## config.mk

```make
export PLATFORM = sky130hd
export DESIGN_NAME = wb_regfile
export DESIGN_NICKNAME = d
export VERILOG_FILES = /design/src/rtl/riscv_pkg.sv /design/src/rtl/wb_result_mux.sv /design/src/rtl/wb_regfile.sv
export SDC_FILE = /design/constraint.sdc
export NUM_CORES = 2
export LEC_CHECK = 0
export CAP_MARGIN = 25
export CELL_PAD_IN_SITES_DETAIL_PLACEMENT = 1
export CELL_PAD_IN_SITES_GLOBAL_PLACEMENT = 1
export CORE_MARGIN = 2
export CORE_UTILIZATION = 53
export DETAILED_ROUTE_END_ITERATION = 6
export PLACE_DENSITY = 0.93
export SLEW_MARGIN = 20
export SYNTH_ARGS = -nofsm -noshare
export SYNTH_HDL_FRONTEND = slang
export SYNTH_SLANG_ARGS = --single-unit
```

## constraint.sdc

```tcl
create_clock -name clk -period 3.6 [get_ports clk]
set_input_delay 0.36 -clock clk [delete_from_list [all_inputs] [get_ports clk]]
set_output_delay 0.36 -clock clk [all_outputs]
set_load 0.02 [all_outputs]
```

## src/rtl/riscv_pkg.sv

```systemverilog
// Shared RV32I pipeline definitions: datapath widths and writeback result-select encodings.
package riscv_pkg;

   localparam int unsigned XLEN_DEF  = 32;
   localparam int unsigned REG_IDX_W = 5;

   typedef enum logic [1:0] {
      RES_ALU  = 2'b00,
      RES_MEM  = 2'b01,
      RES_PC4  = 2'b10,
      RES_RSVD = 2'b11
   } result_src_e;

endpackage : riscv_pkg

```

## src/rtl/wb_result_mux.sv

```systemverilog
// Writeback result select (ALU / load data / PC+4, reserved code yields 0).
// Shared with the EX-stage forwarding path.
module wb_result_mux
   import riscv_pkg::*;
#(
   parameter int unsigned XLEN = XLEN_DEF
) (
   input  logic [1:0]      sel_i,
   input  logic [XLEN-1:0] alu_i,
   input  logic [XLEN-1:0] mem_i,
   input  logic [XLEN-1:0] pc4_i,
   output logic [XLEN-1:0] result_o
);

   always_comb begin
      result_o = '0;
      unique case (result_src_e'(sel_i))
         RES_ALU:  result_o = alu_i;
         RES_MEM:  result_o = mem_i;
         RES_PC4:  result_o = pc4_i;
         default:  result_o = '0;
      endcase
   end

endmodule : wb_result_mux

```

## src/rtl/wb_regfile.sv

```systemverilog
// RV32I writeback stage and 32-entry integer register file with two async read ports.
// Define WB_REGFILE_BYPASS_EN to forward the in-flight ResultW to same-cycle reads.
module wb_regfile
   import riscv_pkg::*;
#(
   parameter int unsigned XLEN  = XLEN_DEF,
   parameter int unsigned NREGS = 32
) (
   input  logic                 clk,
   input  logic                 rst,
   input  logic                 RegWriteW,
   input  logic [1:0]           ResultSrcW,
   input  logic [XLEN-1:0]      ALUResultW,
   input  logic [XLEN-1:0]      ReadDataW,
   input  logic [XLEN-1:0]      PCPlus4W,
   input  logic [REG_IDX_W-1:0] RdW,
   input  logic [REG_IDX_W-1:0] Rs1D,
   input  logic [REG_IDX_W-1:0] Rs2D,
   output logic [XLEN-1:0]      RD1D,
   output logic [XLEN-1:0]      RD2D,
   output logic [XLEN-1:0]      ResultW
);

   logic [XLEN-1:0] regs_q [NREGS];
   logic [XLEN-1:0] regs_d [NREGS];
   logic            commit;

   wb_result_mux #(.XLEN(XLEN)) u_result_mux (
      .sel_i    (ResultSrcW),
      .alu_i    (ALUResultW),
      .mem_i    (ReadDataW),
      .pc4_i    (PCPlus4W),
      .result_o (ResultW)
   );

   assign commit = RegWriteW && (RdW != '0) && !rst;

   always_comb begin
      regs_d = regs_q;
      if (commit) regs_d[RdW] = ResultW;
   end

   // Reset wins over a concurrent commit, so the write is dropped.
   always_ff @(posedge clk) begin
      if (rst) begin
         for (int unsigned i = 0; i < NREGS; i++) regs_q[i] <= '0;
      end else begin
         regs_q <= regs_d;
      end
   end

   always_comb begin
      RD1D = (Rs1D == '0) ? '0 : regs_q[Rs1D];
      RD2D = (Rs2D == '0) ? '0 : regs_q[Rs2D];
`ifdef WB_REGFILE_BYPASS_EN
      // commit already excludes x0 and reset, so x0 reads stay zero.
      if (commit && (RdW == Rs1D)) RD1D = ResultW;
      if (commit && (RdW == Rs2D)) RD2D = ResultW;
`endif
   end

endmodule : wb_regfile

```

==> results of run 1 <==
[cell usage after synthesis (all sizes together) (2+ instances only)]
master,n,area [µm²]
nand3b,4,30.03
mux2,64,720.7
o221ai,64,560.5
mux2i,352,3523
nor2b,70,437.9
buf,264,1573
o21ai,55,275.3
nor2,1056,4159
clkbuf,374,1415
a221oi,55,481.7
a22oi,64,480.5
and2,2,12.51
nor4b,2,17.52
nand4,32,200.2
a311oi,32,280.3
dfxtp,1024,20500
or3b,4,35.04
mux4,352,7928
nand4bb,3,50.05
o2111ai,9,78.83
a21oi,64,320.3
a211oi,1056,8768
inv,34,127.6
or3,2,12.51
nand2,83,311.6
[kinds of logic after synthesis]
family	after synthesis	share of synthesized area (%)
buffers and inverters	672	5.946
multiplexers	768	23.23
AND/OR/NAND/NOR	1267	10.24
AO/OA/AOI/OAI	1399	21.46
flip-flops	1024	39.13
[per-layer routing]
| layer | overflow | global-route usage, % |
|---|---|---|
| met1 | 25 | 84.98 |
| met2 | 88 | 94.60 |
| met3 | 27 | 84.84 |
| met4 | 82 | 84.96 |
| met5 | 4 | 79.67 |
[metrics by stage]
| stage | util [%] | worst slack, ns |
|---|---|---|
| floorplan | - | 1.142 |
| global placement | 57.36 | 0.2451 |
| detailed placement | 57.38 | 0.1824 |
| CTS | 61.05 | 0.007075 |
==> summary.md, run 1 <==
| Metric | Value |
|---|---|
| Cell variety after synth | `44` |
| Synth Register Bits | `slightly above 1,000` |
| Yosys warns | `0` |
| Initial core utilization | `53.39%` |
| Clock tree buffer depth | `3` |
| Post-synthesis cell count | `5,130` |
| CTS sink cnt | `1,024` |
| Stop Error | `[ERROR GRT-0232] Routing congestion too high. Check the congestion heatmap in the GUI.` |
| Post-synth ARST share | `0%` |
| CTS buffer count | `104` |
| Avg Synthesized Cell Area | `10.21 µm²` |
| Dpl cell area | `56,310 µm²` |
| Worst_ep grt | `RD2D[31]` |
| Post-DP HPWL | `~140,000 µm` |
| IO Pins | `212` |
| Port bufs | `211` |
| Post-synthesis sequential area ratio | `between 30% and 40%` |
| H-tree lvl count | `3` |
| Die H | `318.4 µm` |
| Worst EP kind | `primary output` |
| Syn_nets | `between 5,000 and 6,000` |
| Grt ovf | `226` |
| All-layer global routing usage | `87.54%` |
| Post-CTS setup buffers | `0` |
| GP Congestion | `0.8770` |
| Die W | `318.4 µm` |
| Clock root buffer | `clkbuf_16` |
| Pin count of the biggest net entering global routing | `210` |
| Cell Area, Synth | `52,400 µm²` |
| Initial antenna violation count | `103` |
| Most used DFF post-synth | `dfxtp_1` |
| Std cell rows | `115` |
| Placed cells | `6,224` |
| Outcome | `aborted with a tool error` |
| CTS resizes | `0` |
| EDFF count, synth | `0` |
| Stopping stage | `5_1_grt` |
| Hold-fix buffers, CTS | `0` |
==> run 2: changes to the inputs <==
Settings changed: CELL_PAD_IN_SITES_DETAIL_PLACEMENT 1 to default, CELL_PAD_IN_SITES_GLOBAL_PLACEMENT 1 to default, CORE_UTILIZATION 53 to 40, PLACE_DENSITY 0.93 to default, PLACE_DENSITY_LB_ADDON from default to 0.15.
==> run 2 against run 1 <==
- the flow now finishes, with violations (DRC)
- synthesized area unchanged
- synthesized cell count is the same
==> summary.md, run 2 <==
| Metric | Value |
|---|---|
| Dpl cell area | `56,900 µm²` |
| Antenna Nets Post-Route | `0` |
| PwrDens | `436.8 nW/µm²` |
| Clock Latency Late Sink | `0.74 ns` |
| CP Data Required Time | `3.24 ns` |
| Placed cells | `6,691` |
| Reg2Reg Depth | `2` |
| Clk slew on worst S/H paths | `0.06 ns` |
| Die W | `365.9 µm` |
| Drc violations | `1` |
| FF+latch area | `around 20,000 µm²` |
| Post-CTS setup buffers | `0` |
| Crit path cell chain | `buf_8 > buf_12 > mux4_2 > mux2_2 > a221oi_1 > a211oi_1 > buf_4 > clkdlybuf4s50_1` |
| Synth top cells by count | `1,029 x nor2_1, 1,024 x dfxtp_1, 888 x a211oi_1` |
| Synth Register Bits | `roughly 1,000` |
| Grt met1 use | `42.22%` |
| Worst slew pin tran | `1.141 ns` |
| Pre-CTS setup slack | `-0.02947 ns` |
| Top-area cell type share of the netlist area | `39.13%` |
| Critical path peak fanout | `43` |
| Slowest cell on crit path | `mux4_2` |
| Filler cell count in the final layout | `between 10,000 and 15,000` |
| Initial antenna violation count | `5` |
| Drt wl/cell | `30.08 µm` |
| Clock period minus worst slack | `3.509 ns` |
| Setup Skew | `0 ns` |
| Initial core utilization | `between 40% and 50%` |
| Reg with most FFs | `regs_q` |
| Failing checks | `DRC` |
| Vias in the first global route | `41,050` |
| Final setup vio count | `0` |
| Port bufs | `211` |
| Layout cells sized above 1 | `~22%` |
| H-tree lvl count | `3` |
| Setup slack after layout | `just over 0.09 ns` |
| Max FFs per register | `1,024` |
| Final Hold Viols | `0` |
| Avg Synthesized Cell Area | `10.21 µm²` |
| Crit path largest cell delay | `0.55 ns` |
| Post-synthesis sequential area ratio | `39.13%` |
| Pins over their slew limit | `0` |
| Most used DFF post-synth | `dfxtp_1` |
| Worst VDD drop | `0.0003457 V` |
| Std cell rows | `132` |
| Yosys warns | `0` |
| Post-synthesis cell count | `5,130` |
| CP arrival | `3.15 ns` |
| M3 GR Usage | `around 6.0%` |
| Outcome | `complete, but fails checks` |
| CP Capture Type | `output pin` |
| Post-synth ARST share | `0%` |
| Fmax achieved | `285.0 MHz` |
| CTS sink cnt | `1,024` |
| Die H | `365.9 µm` |
| Final instance area | `around 61,000 µm²` |
| Vias post-DR | `43,310` |
| NumNets Final | `about 5,200` |
| Routed WL | `207,600 µm` |
| Worst Path Buf+Inv | `4` |
| Multi-input combinational cell area | `29,300 µm²` |
| Largest cells by area after synthesis | `dfxtp_1 39%, mux4_2 15%, a211oi_1 13%` |
| CTS buffer count | `~110` |
| Relative slew slack | `23.90%` |
| Hold Path Cell Cnt | `2` |
| Critical path type | `in2out` |
| Cell variety after synth | `44` |
| Global route hottest layer | `met2` |
| Initial drt markers | `5,116` |
| Cell Area, Synth | `52,400 µm²` |
| GP Congestion | `between 0.8 and 0.9` |
| Leak | `about 20 nW` |
| Clock root buffer | `clkbuf_16` |
| Final worst-path cycle share | `97.46%` |
| GR Layer Usage met2 | `46.21%` |
| Syn_nets | `5,246` |
| Initial DRT Pass Iterations | `7` |
| Commonest non-fill, non-tap cells in the layout | `1,024 x nor2_1, 1,024 x dfxtp_1, 887 x a211oi_1` |
| Yosys top cell by area | `dfxtp_1` |
| Grt ovf | `0` |
| Finished Layout Cells | `6,901` |
| CTS tree | `yes` |
| Biggest regs | `regs_q: 1024 flops` |
| Core area | `129,800 µm²` |
| Worst path depth | `8` |
| RSZ-0062 raised after global routing | `no` |
| All-layer global routing usage | `30.08%` |
| Die area | `133,900 µm²` |
| First-pass GRT wire length | `299,500 µm` |
| Post-DP HPWL | `between 100,000 and 150,000 µm` |
| # Max-Cap Violations | `0` |
| Hold Slack | `0.05527 ns` |
| Pin count of the biggest net entering global routing | `196` |
| Vias per cell | `~6.3` |
| Worst hold path class | `in2reg` |
| Top Family by Delay on Critical Path | `buffers and inverters` |
| Worst setup SP type | `input port` |
| Count leader, synth | `nor2_1` |
| IO Pins | `212` |
| Clock tree buffer depth | `3` |
| Final Util | `46.75%` |
| EDFF count, synth | `0` |
| Layout area overhead | `15.84%` |
==> run 2: cell counts after synthesis <==
No cell type changed its count.
==> run 2: per-layer routing <==
metal | share of wire, % | vias to the layer above
met5 | 0.013 | -
met4 | 3.2 | 4
met3 | 8.8 | 348
met2 | 44 | 2040
met1 | 43 | 21640
li1 | - | 19280
==> run 2: final cells by class <==
cell class | count | share of cell area [%]
multi-input cells | 3434 | 48.27
inverters | 34 | 0.2144
repair buffers | 457 | 7.904
clock inverters | 47 | 0.7978
diodes | 2 | 0.008246
well taps | 1742 | 3.591
clock buffers | 161 | 5.434
flip-flops and latches | 1024 | 33.78
==> run 2: cells by family after synthesis <==
logic type | synth area share (%)
AOI/OAI and AO/OA | 21.46
and+or+nand+nor | 10.24
DFF | 39.13
muxes | 23.23
buffers and inverters | 5.946
==> run 2: stage by stage <==
step                TNS [ns]  total power, mW
finish                     0            26.51
global route               0            27.20
CTS                        0            26.56
detailed placement  -0.02947            14.77
global placement    -0.07103            14.76
floorplan                  0            13.41
==> run 2: final timing paths <==
kind / startpoint / end / slack (ns)
min reg2reg: regs_q[998] / regs_q[998] / 0.48
min: rst / regs_q[999] / 0.06
max: Rs1D[0] / RD1D[5] / 0.09
max reg2reg: regs_q[940] / regs_q[940] / 2.79
==> run 2: where the power goes <==
| group | switching (mW) | internal, mW | total [mW] | leakage (nW) |
|---|---|---|---|---|
| combinational | 2.07 | 1.02 | 3.09 | 9.52 |
| clock | 5.08 | 6.86 | 11.9 | 1.88 |
| sequential | 0.0652 | 11.4 | 11.5 | 8.25 |
| total | 7.22 | 19.3 | 26.5 | 19.7 |
==> run 2: timing repair <==
action / 4_1_cts / 5_1_grt
hold buffers: 0 / 0
setup endpoints to repair: 1 / 0
gates resized for setup: 1 / 0
(Power assumes the default switching activity.)
